**src/rtl/serial_subtractor4bit.sv**
```systemverilog
// serial_subtractor4bit: bit-serial a - b - bin, LSB first, WIDTH cycles.
// Ports: clk, rst, start, a, b, bin -> busy, done, diff, bout; ovf with SUBTRACTOR_OVF_EN.
module serial_subtractor4bit #(
  parameter int WIDTH = 4
) (
  input  logic             clk,
  input  logic             rst,
  input  logic             start,
  input  logic [WIDTH-1:0] a,
  input  logic [WIDTH-1:0] b,
  input  logic             bin,
  output logic             busy,
  output logic             done,
  output logic [WIDTH-1:0] diff,
  output logic             bout
`ifdef SUBTRACTOR_OVF_EN
  ,
  output logic             ovf
`endif
);

  localparam int CW = $clog2(WIDTH);

  localparam logic [0:0] IDLE = 1'b0;
  localparam logic [0:0] RUN  = 1'b1;

  logic [0:0]       state;
  logic [CW-1:0]    cnt;
  logic             br;
  logic [WIDTH-1:0] sa;
  logic [WIDTH-1:0] sb;
  logic [WIDTH-2:0] sd;

  logic             ai;
  logic             bi;
  logic             di;
  logic             brn;
  logic             last;
  logic [WIDTH-1:0] res;

  assign ai   = sa[0];
  assign bi   = sb[0];
  assign di   = ai ^ bi ^ br;
  assign brn  = (~ai & bi) | (~(ai ^ bi) & br);
  assign last = (cnt == CW'(WIDTH - 1));
  // New bit enters at the MSB; after WIDTH shifts bit 0 sits at the LSB.
  assign res  = {di, sd};
  assign busy = (state == RUN);

  always_ff @(posedge clk) begin
    if (rst) begin
      state <= IDLE;
      cnt   <= '0;
      br    <= 1'b0;
      sa    <= '0;
      sb    <= '0;
      sd    <= '0;
      done  <= 1'b0;
      diff  <= '0;
      bout  <= 1'b0;
`ifdef SUBTRACTOR_OVF_EN
      ovf   <= 1'b0;
`endif
    end else begin
      done <= 1'b0;
      case (state)
        IDLE: begin
          if (start) begin
            sa    <= a;
            sb    <= b;
            br    <= bin;
            cnt   <= '0;
            state <= RUN;
          end
        end
        RUN: begin
          sa  <= sa >> 1;
          sb  <= sb >> 1;
          sd  <= res[WIDTH-1:1];
          br  <= brn;
          cnt <= cnt + 1'b1;
          if (last) begin
            state <= IDLE;
            done  <= 1'b1;
            diff  <= res;
            bout  <= brn;
`ifdef SUBTRACTOR_OVF_EN
            // borrow into the MSB differs from borrow out: signed overflow
            ovf   <= br ^ brn;
`endif
          end
        end
        default: state <= IDLE;
      endcase
    end
  end

endmodule
```
**config.mk**
```make
export PLATFORM = sky130hd
export DESIGN_NAME = serial_subtractor4bit
export DESIGN_NICKNAME = d
export VERILOG_FILES = /design/src/rtl/serial_subtractor4bit.sv
export SDC_FILE = /design/constraint.sdc
export NUM_CORES = 1
export LEC_CHECK = 0
export CORE_MARGIN = 8
export CORE_UTILIZATION = 30
export CTS_CLUSTER_DIAMETER = 80
export CTS_CLUSTER_SIZE = 20
export DETAILED_ROUTE_END_ITERATION = 8
export GPL_TIMING_DRIVEN = 0
export PLACE_DENSITY = 0.63
export RECOVER_POWER = 50
export SLEW_MARGIN = 30
export SYNTH_ARGS = -nofsm -noshare
export SYNTH_HDL_FRONTEND = slang
export SYNTH_SLANG_ARGS = --single-unit
```
**constraint.sdc**
```tcl
create_clock -name clk -period 3.7 [get_ports clk]
set_clock_uncertainty 0.2 [all_clocks]
set_input_delay 0.925 -clock clk [delete_from_list [all_inputs] [get_ports clk]]
set_output_delay 0.925 -clock clk [all_outputs]
set_load 0.005 [all_outputs]
```
==> results.py, run 1 <==
metrics = {
    "worst_setup_path": {
        "crit_slowest_cell": "dlygate4sd3_1",
        "cp_slowest_stage_delay_ns": 0.56,
        "startpoint_type": "primary input",
        "critical_path_class": "in -> reg",
        "required_ns": 3.72,
        "arrival_ns": 2.46,
        "worstPathMaxFanout": 10,
        "endpoint_kind": "register",
        "timing.rr.start": "sb[0]$_SDFFE_PP0P_",
        "startpoint": "start",
        "crit_path_cell_trace": "dlygate4sd3_1 > clkbuf_1 > mux2i_1 > a211oi_1",
    },
    "hold_path": {
        "hp-start": "sd[0]$_SDFFE_PP0P_",
        "hold_class": "reg -> reg",
    },
    "cells_and_area": {
        "nets": 125,
        "finalNonFillerCells": 143,
        "n_antenna_cell": 0,
        "drive_above_1_share": 0.109,
        "seq_area_um2": 420,
        "syn2layout_area_growth_pct": 26.7,
        "multi_input_area_um2": 419,
        "nFillCells": 296,
    },
    "logic_synthesis": {
        "synth-adder-area-share": 0.0362,
        "synth_top_family_by_area": "compound AO/OA/AOI/OAI gates",
        "synth_mux_area_frac": 0.134,
        "yosysWarnings": 0,
        "syn_nets": 102,
        "synth_cells": 88,
        "synth_top_area_frac": 0.468,
        "synth_compound_area_frac": 0.166,
        "yosysTopAreaCell": "dfxtp_1",
        "yosys-top-cells-area": "dfxtp_1, mux2i_1, a211oi_1, a21bo_2, a21oi_1",
        "yosysSeqAreaShare": 0.468,
        "synth-simple-area-share": 0.131,
        "synth_xor_area_frac": 0,
        "ys_types": 22,
        "syn_area_um2": 898,
        "ys_ff_latch": 21,
        "avgSynthCellArea_um2": 10.2,
    },
    "clocking": {
        "cts_root_buffer": "clkbuf_4",
        "cts_resized": 0,
        "clock_path_buffers": 2,
        "cts.sinks": 21,
        "clkSlewWorstSetupHoldPaths_ns": 0.11,
        "cts_buffers": 3,
        "clkLatencyLatePin_ns": 0.30,
        "cts_tree": "built",
        "htreeDepth": 1,
        "post_cts_buffers": 0,
        "cts_hold_buf": 0,
    },
    "power_and_ir_drop": {
        "clock_power_share": 0.265,
        "p_sw_w": 0.000103,
        "switching_share": 0.248,
        "leakage_nw": 0.445,
        "powerDensity_nw_per_um2": 365,
        "p_seq_frac": 0.589,
        "p_comb_frac": 0.146,
        "power.internal_w": 0.000312,
        "vdd_drop_max_mv": 0.140,
    },
    "global_routing": {
        "grtUsageTotal": 0.0742,
        "overflow": 0,
        "antenna_found_initial": 0,
        "grt_pass1_wl_um": 3090,
        "grt_max_degree": 12,
        "grt_pass1_vias": 722,
    },
    "timing": {
        "fin_tns_setup_ns": 0,
        "fin_crit_ns": 2.44,
        "slew_headroom": 0.554,
        "setup_viol": 0,
        "worst_slew_pin_slew_ns": 0.668,
        "hold_viol": 0,
        "rsz0062_at_grt": "no",
        "slew_violations": 0,
        "fin_crit_sh": 0.659,
        "fmax_ghz": 0.410,
    },
    "routing": {
        "vias": 702,
        "wl_per_cell_um": 12.7,
        "ant_nets": 0,
        "wirelength_um": 1810,
        "drt_iter0_markers": 14,
        "vias_per_cell": 4.91,
        "drc": 0,
        "firstDrtPassIters": 2,
    },
    "die": {
        "io-pin-count": 19,
        "fp.dieH_um": 70.7,
        "rows": 20,
        "coreArea_um2": 2950,
        "die_area_um2": 5000,
        "start_util": 0.304,
        "die_w_um": 70.7,
    },
    "placed_design": {
        "dp.cells": 139,
        "port_buffers": 18,
        "hpwl_um": 1370,
        "place.gp.congestion": 0.708,
    },
    "status": {
        "outcome": "complete, no violations",
    },
    "job": {
        "maxCapViolCount": 0,
    },
}
cell type report:
cell class / count / area share
inverter: 3 / 0.00989
sequential: 21 / 0.369
buffer: 7 / 0.0352
multi-input combinational: 57 / 0.368
tap: 33 / 0.0363
timing repair buffer: 18 / 0.158
clock buffer: 4 / 0.0231
worst paths after layout:
path | to | slack (ns) | depth (start not counted)
worst max-delay path | sb[0]$_SDFFE_PP0P_ | 1.26 | 4
worst min-delay path | diff[0]$_SDFFE_PP0P_ | 0.27 | 2
worst max register to register | diff[3]$_SDFFE_PP0P_ | 2.28 | 4
worst min register to register | diff[0]$_SDFFE_PP0P_ | 0.27 | 2
layout by cell type, fill, tap and decap left out:
master           synthesis  final
a211oi_1                 7      7
a21bo_2                  4      4
a21o_1                   1      1
a21oi_1                  8      8
a311oi_1                 1      1
buf_2                    2      2
buf_4                    1      1
buf_6                    2      1
clkbuf_1                 2      4
clkbuf_4                 0      3
clkdlybuf4s50_1          0     16
dfxtp_1                 21     21
dlygate4sd3_1            0      2
fa_1                     1      1
ha_1                     1      1
inv_1                    3      3
mux2i_1                 12     12
nand2_1                  2      2
nand2b_1                 1      1
nand3_1                  4      4
nor2_1                   5      5
nor2b_1                  6      6
nor3_1                   2      2
or3b_1                   1      1
or3b_2                   1      1
sequential cells by signal, indices dropped and copies added, names as in the netlist, 2 cells and up:
register  count
sd            3
sa            4
sb            4
diff          4
cnt           2
power by group through the flow:
stage | clock network, W | registers (W) | logic, W
2_1_floorplan | 0 | 0.000248 | 0.0000401
5_1_grt | 0.000120 | 0.000246 | 0.0000688
4_1_cts | 0.000113 | 0.000245 | 0.0000628
3_5_place_dp | 0 | 0.000250 | 0.0000624
3_3_place_gp | 0 | 0.000249 | 0.0000619
6_report | 0.000110 | 0.000245 | 0.0000608
metrics by stage:
| stage | hold slack (ns) | area [um^2] | util | worst slack [ns] | total power [W] |
|---|---|---|---|---|---|
| detailed placement | 0.265 | 1120 | 0.379 | 1.43 | 0.000312 |
| global placement | 0.260 | 1120 | 0.379 | 1.44 | 0.000311 |
| global route | 0.298 | 1140 | 0.386 | 1.10 | 0.000435 |
| finish | 0.273 | 1140 | 0.386 | 1.26 | 0.000416 |
| CTS | 0.281 | 1150 | 0.388 | 1.32 | 0.000421 |
| floorplan | 0.243 | 898 | - | 1.96 | 0.000288 |
routing by layer:
layer / wire (um) / vias to the layer above / global-route usage / part of all wire
li1: - / 355 / - / -
met2: 863 / 10 / 0.120 / 0.48
met5: 0 / - / 0 / 0
met1: 859 / 335 / 0.0859 / 0.47
met3: 63 / 2 / 0.0155 / 0.035
met4: 27 / 0 / 0.0485 / 0.015
critical path, delay by kind of cell:
kind	cells	cell delay, ns
compound gates	1	0.27
buf+inv	2	1.09
mux	1	0.16
synth_stat cells, drive strengths merged:
| master | instances |
|---|---|
| nor2 | 5 |
| ha | 1 |
| fa | 1 |
| nand3 | 4 |
| a21bo | 4 |
| nand2b | 1 |
| clkbuf | 2 |
| buf | 5 |
| nand2 | 2 |
| a21oi | 8 |
| a311oi | 1 |
| dfxtp | 21 |
| nor3 | 2 |
| nor2b | 6 |
| inv | 3 |
| mux2i | 12 |
| or3b | 2 |
| a21o | 1 |
| a211oi | 7 |
kinds of logic after synthesis:
| group | count (synthesis) |
|---|---|
| fa+ha+maj | 2 |
| simple gates | 22 |
| mux | 12 |
| compound gates | 21 |
| buf+inv | 10 |
| flops | 21 |
(Power assumes the default switching activity.)
==> run 2, diff against run 1 <==
==> constraint.sdc (replaced) <==
create_clock -name clk -period 2.5 [get_ports clk]
set_clock_uncertainty 0.2 [all_clocks]
set_input_delay 0.625 -clock clk [delete_from_list [all_inputs] [get_ports clk]]
set_output_delay 0.625 -clock clk [all_outputs]
set_load 0.005 [all_outputs]
==> results of run 2 <==
The final DEF is identical to that of run 1. Status: complete, no violations.
Among the figures that moved: setup slack after placement 1.43 ns -> 0.530 ns; setup slack after layout 1.26 ns -> 0.360 ns; register-to-register setup slack 2.28 ns -> 1.08 ns; total power 0.000416 W -> 0.000615 W; worst IR drop on VDD 0.140 mV -> 0.207 mV
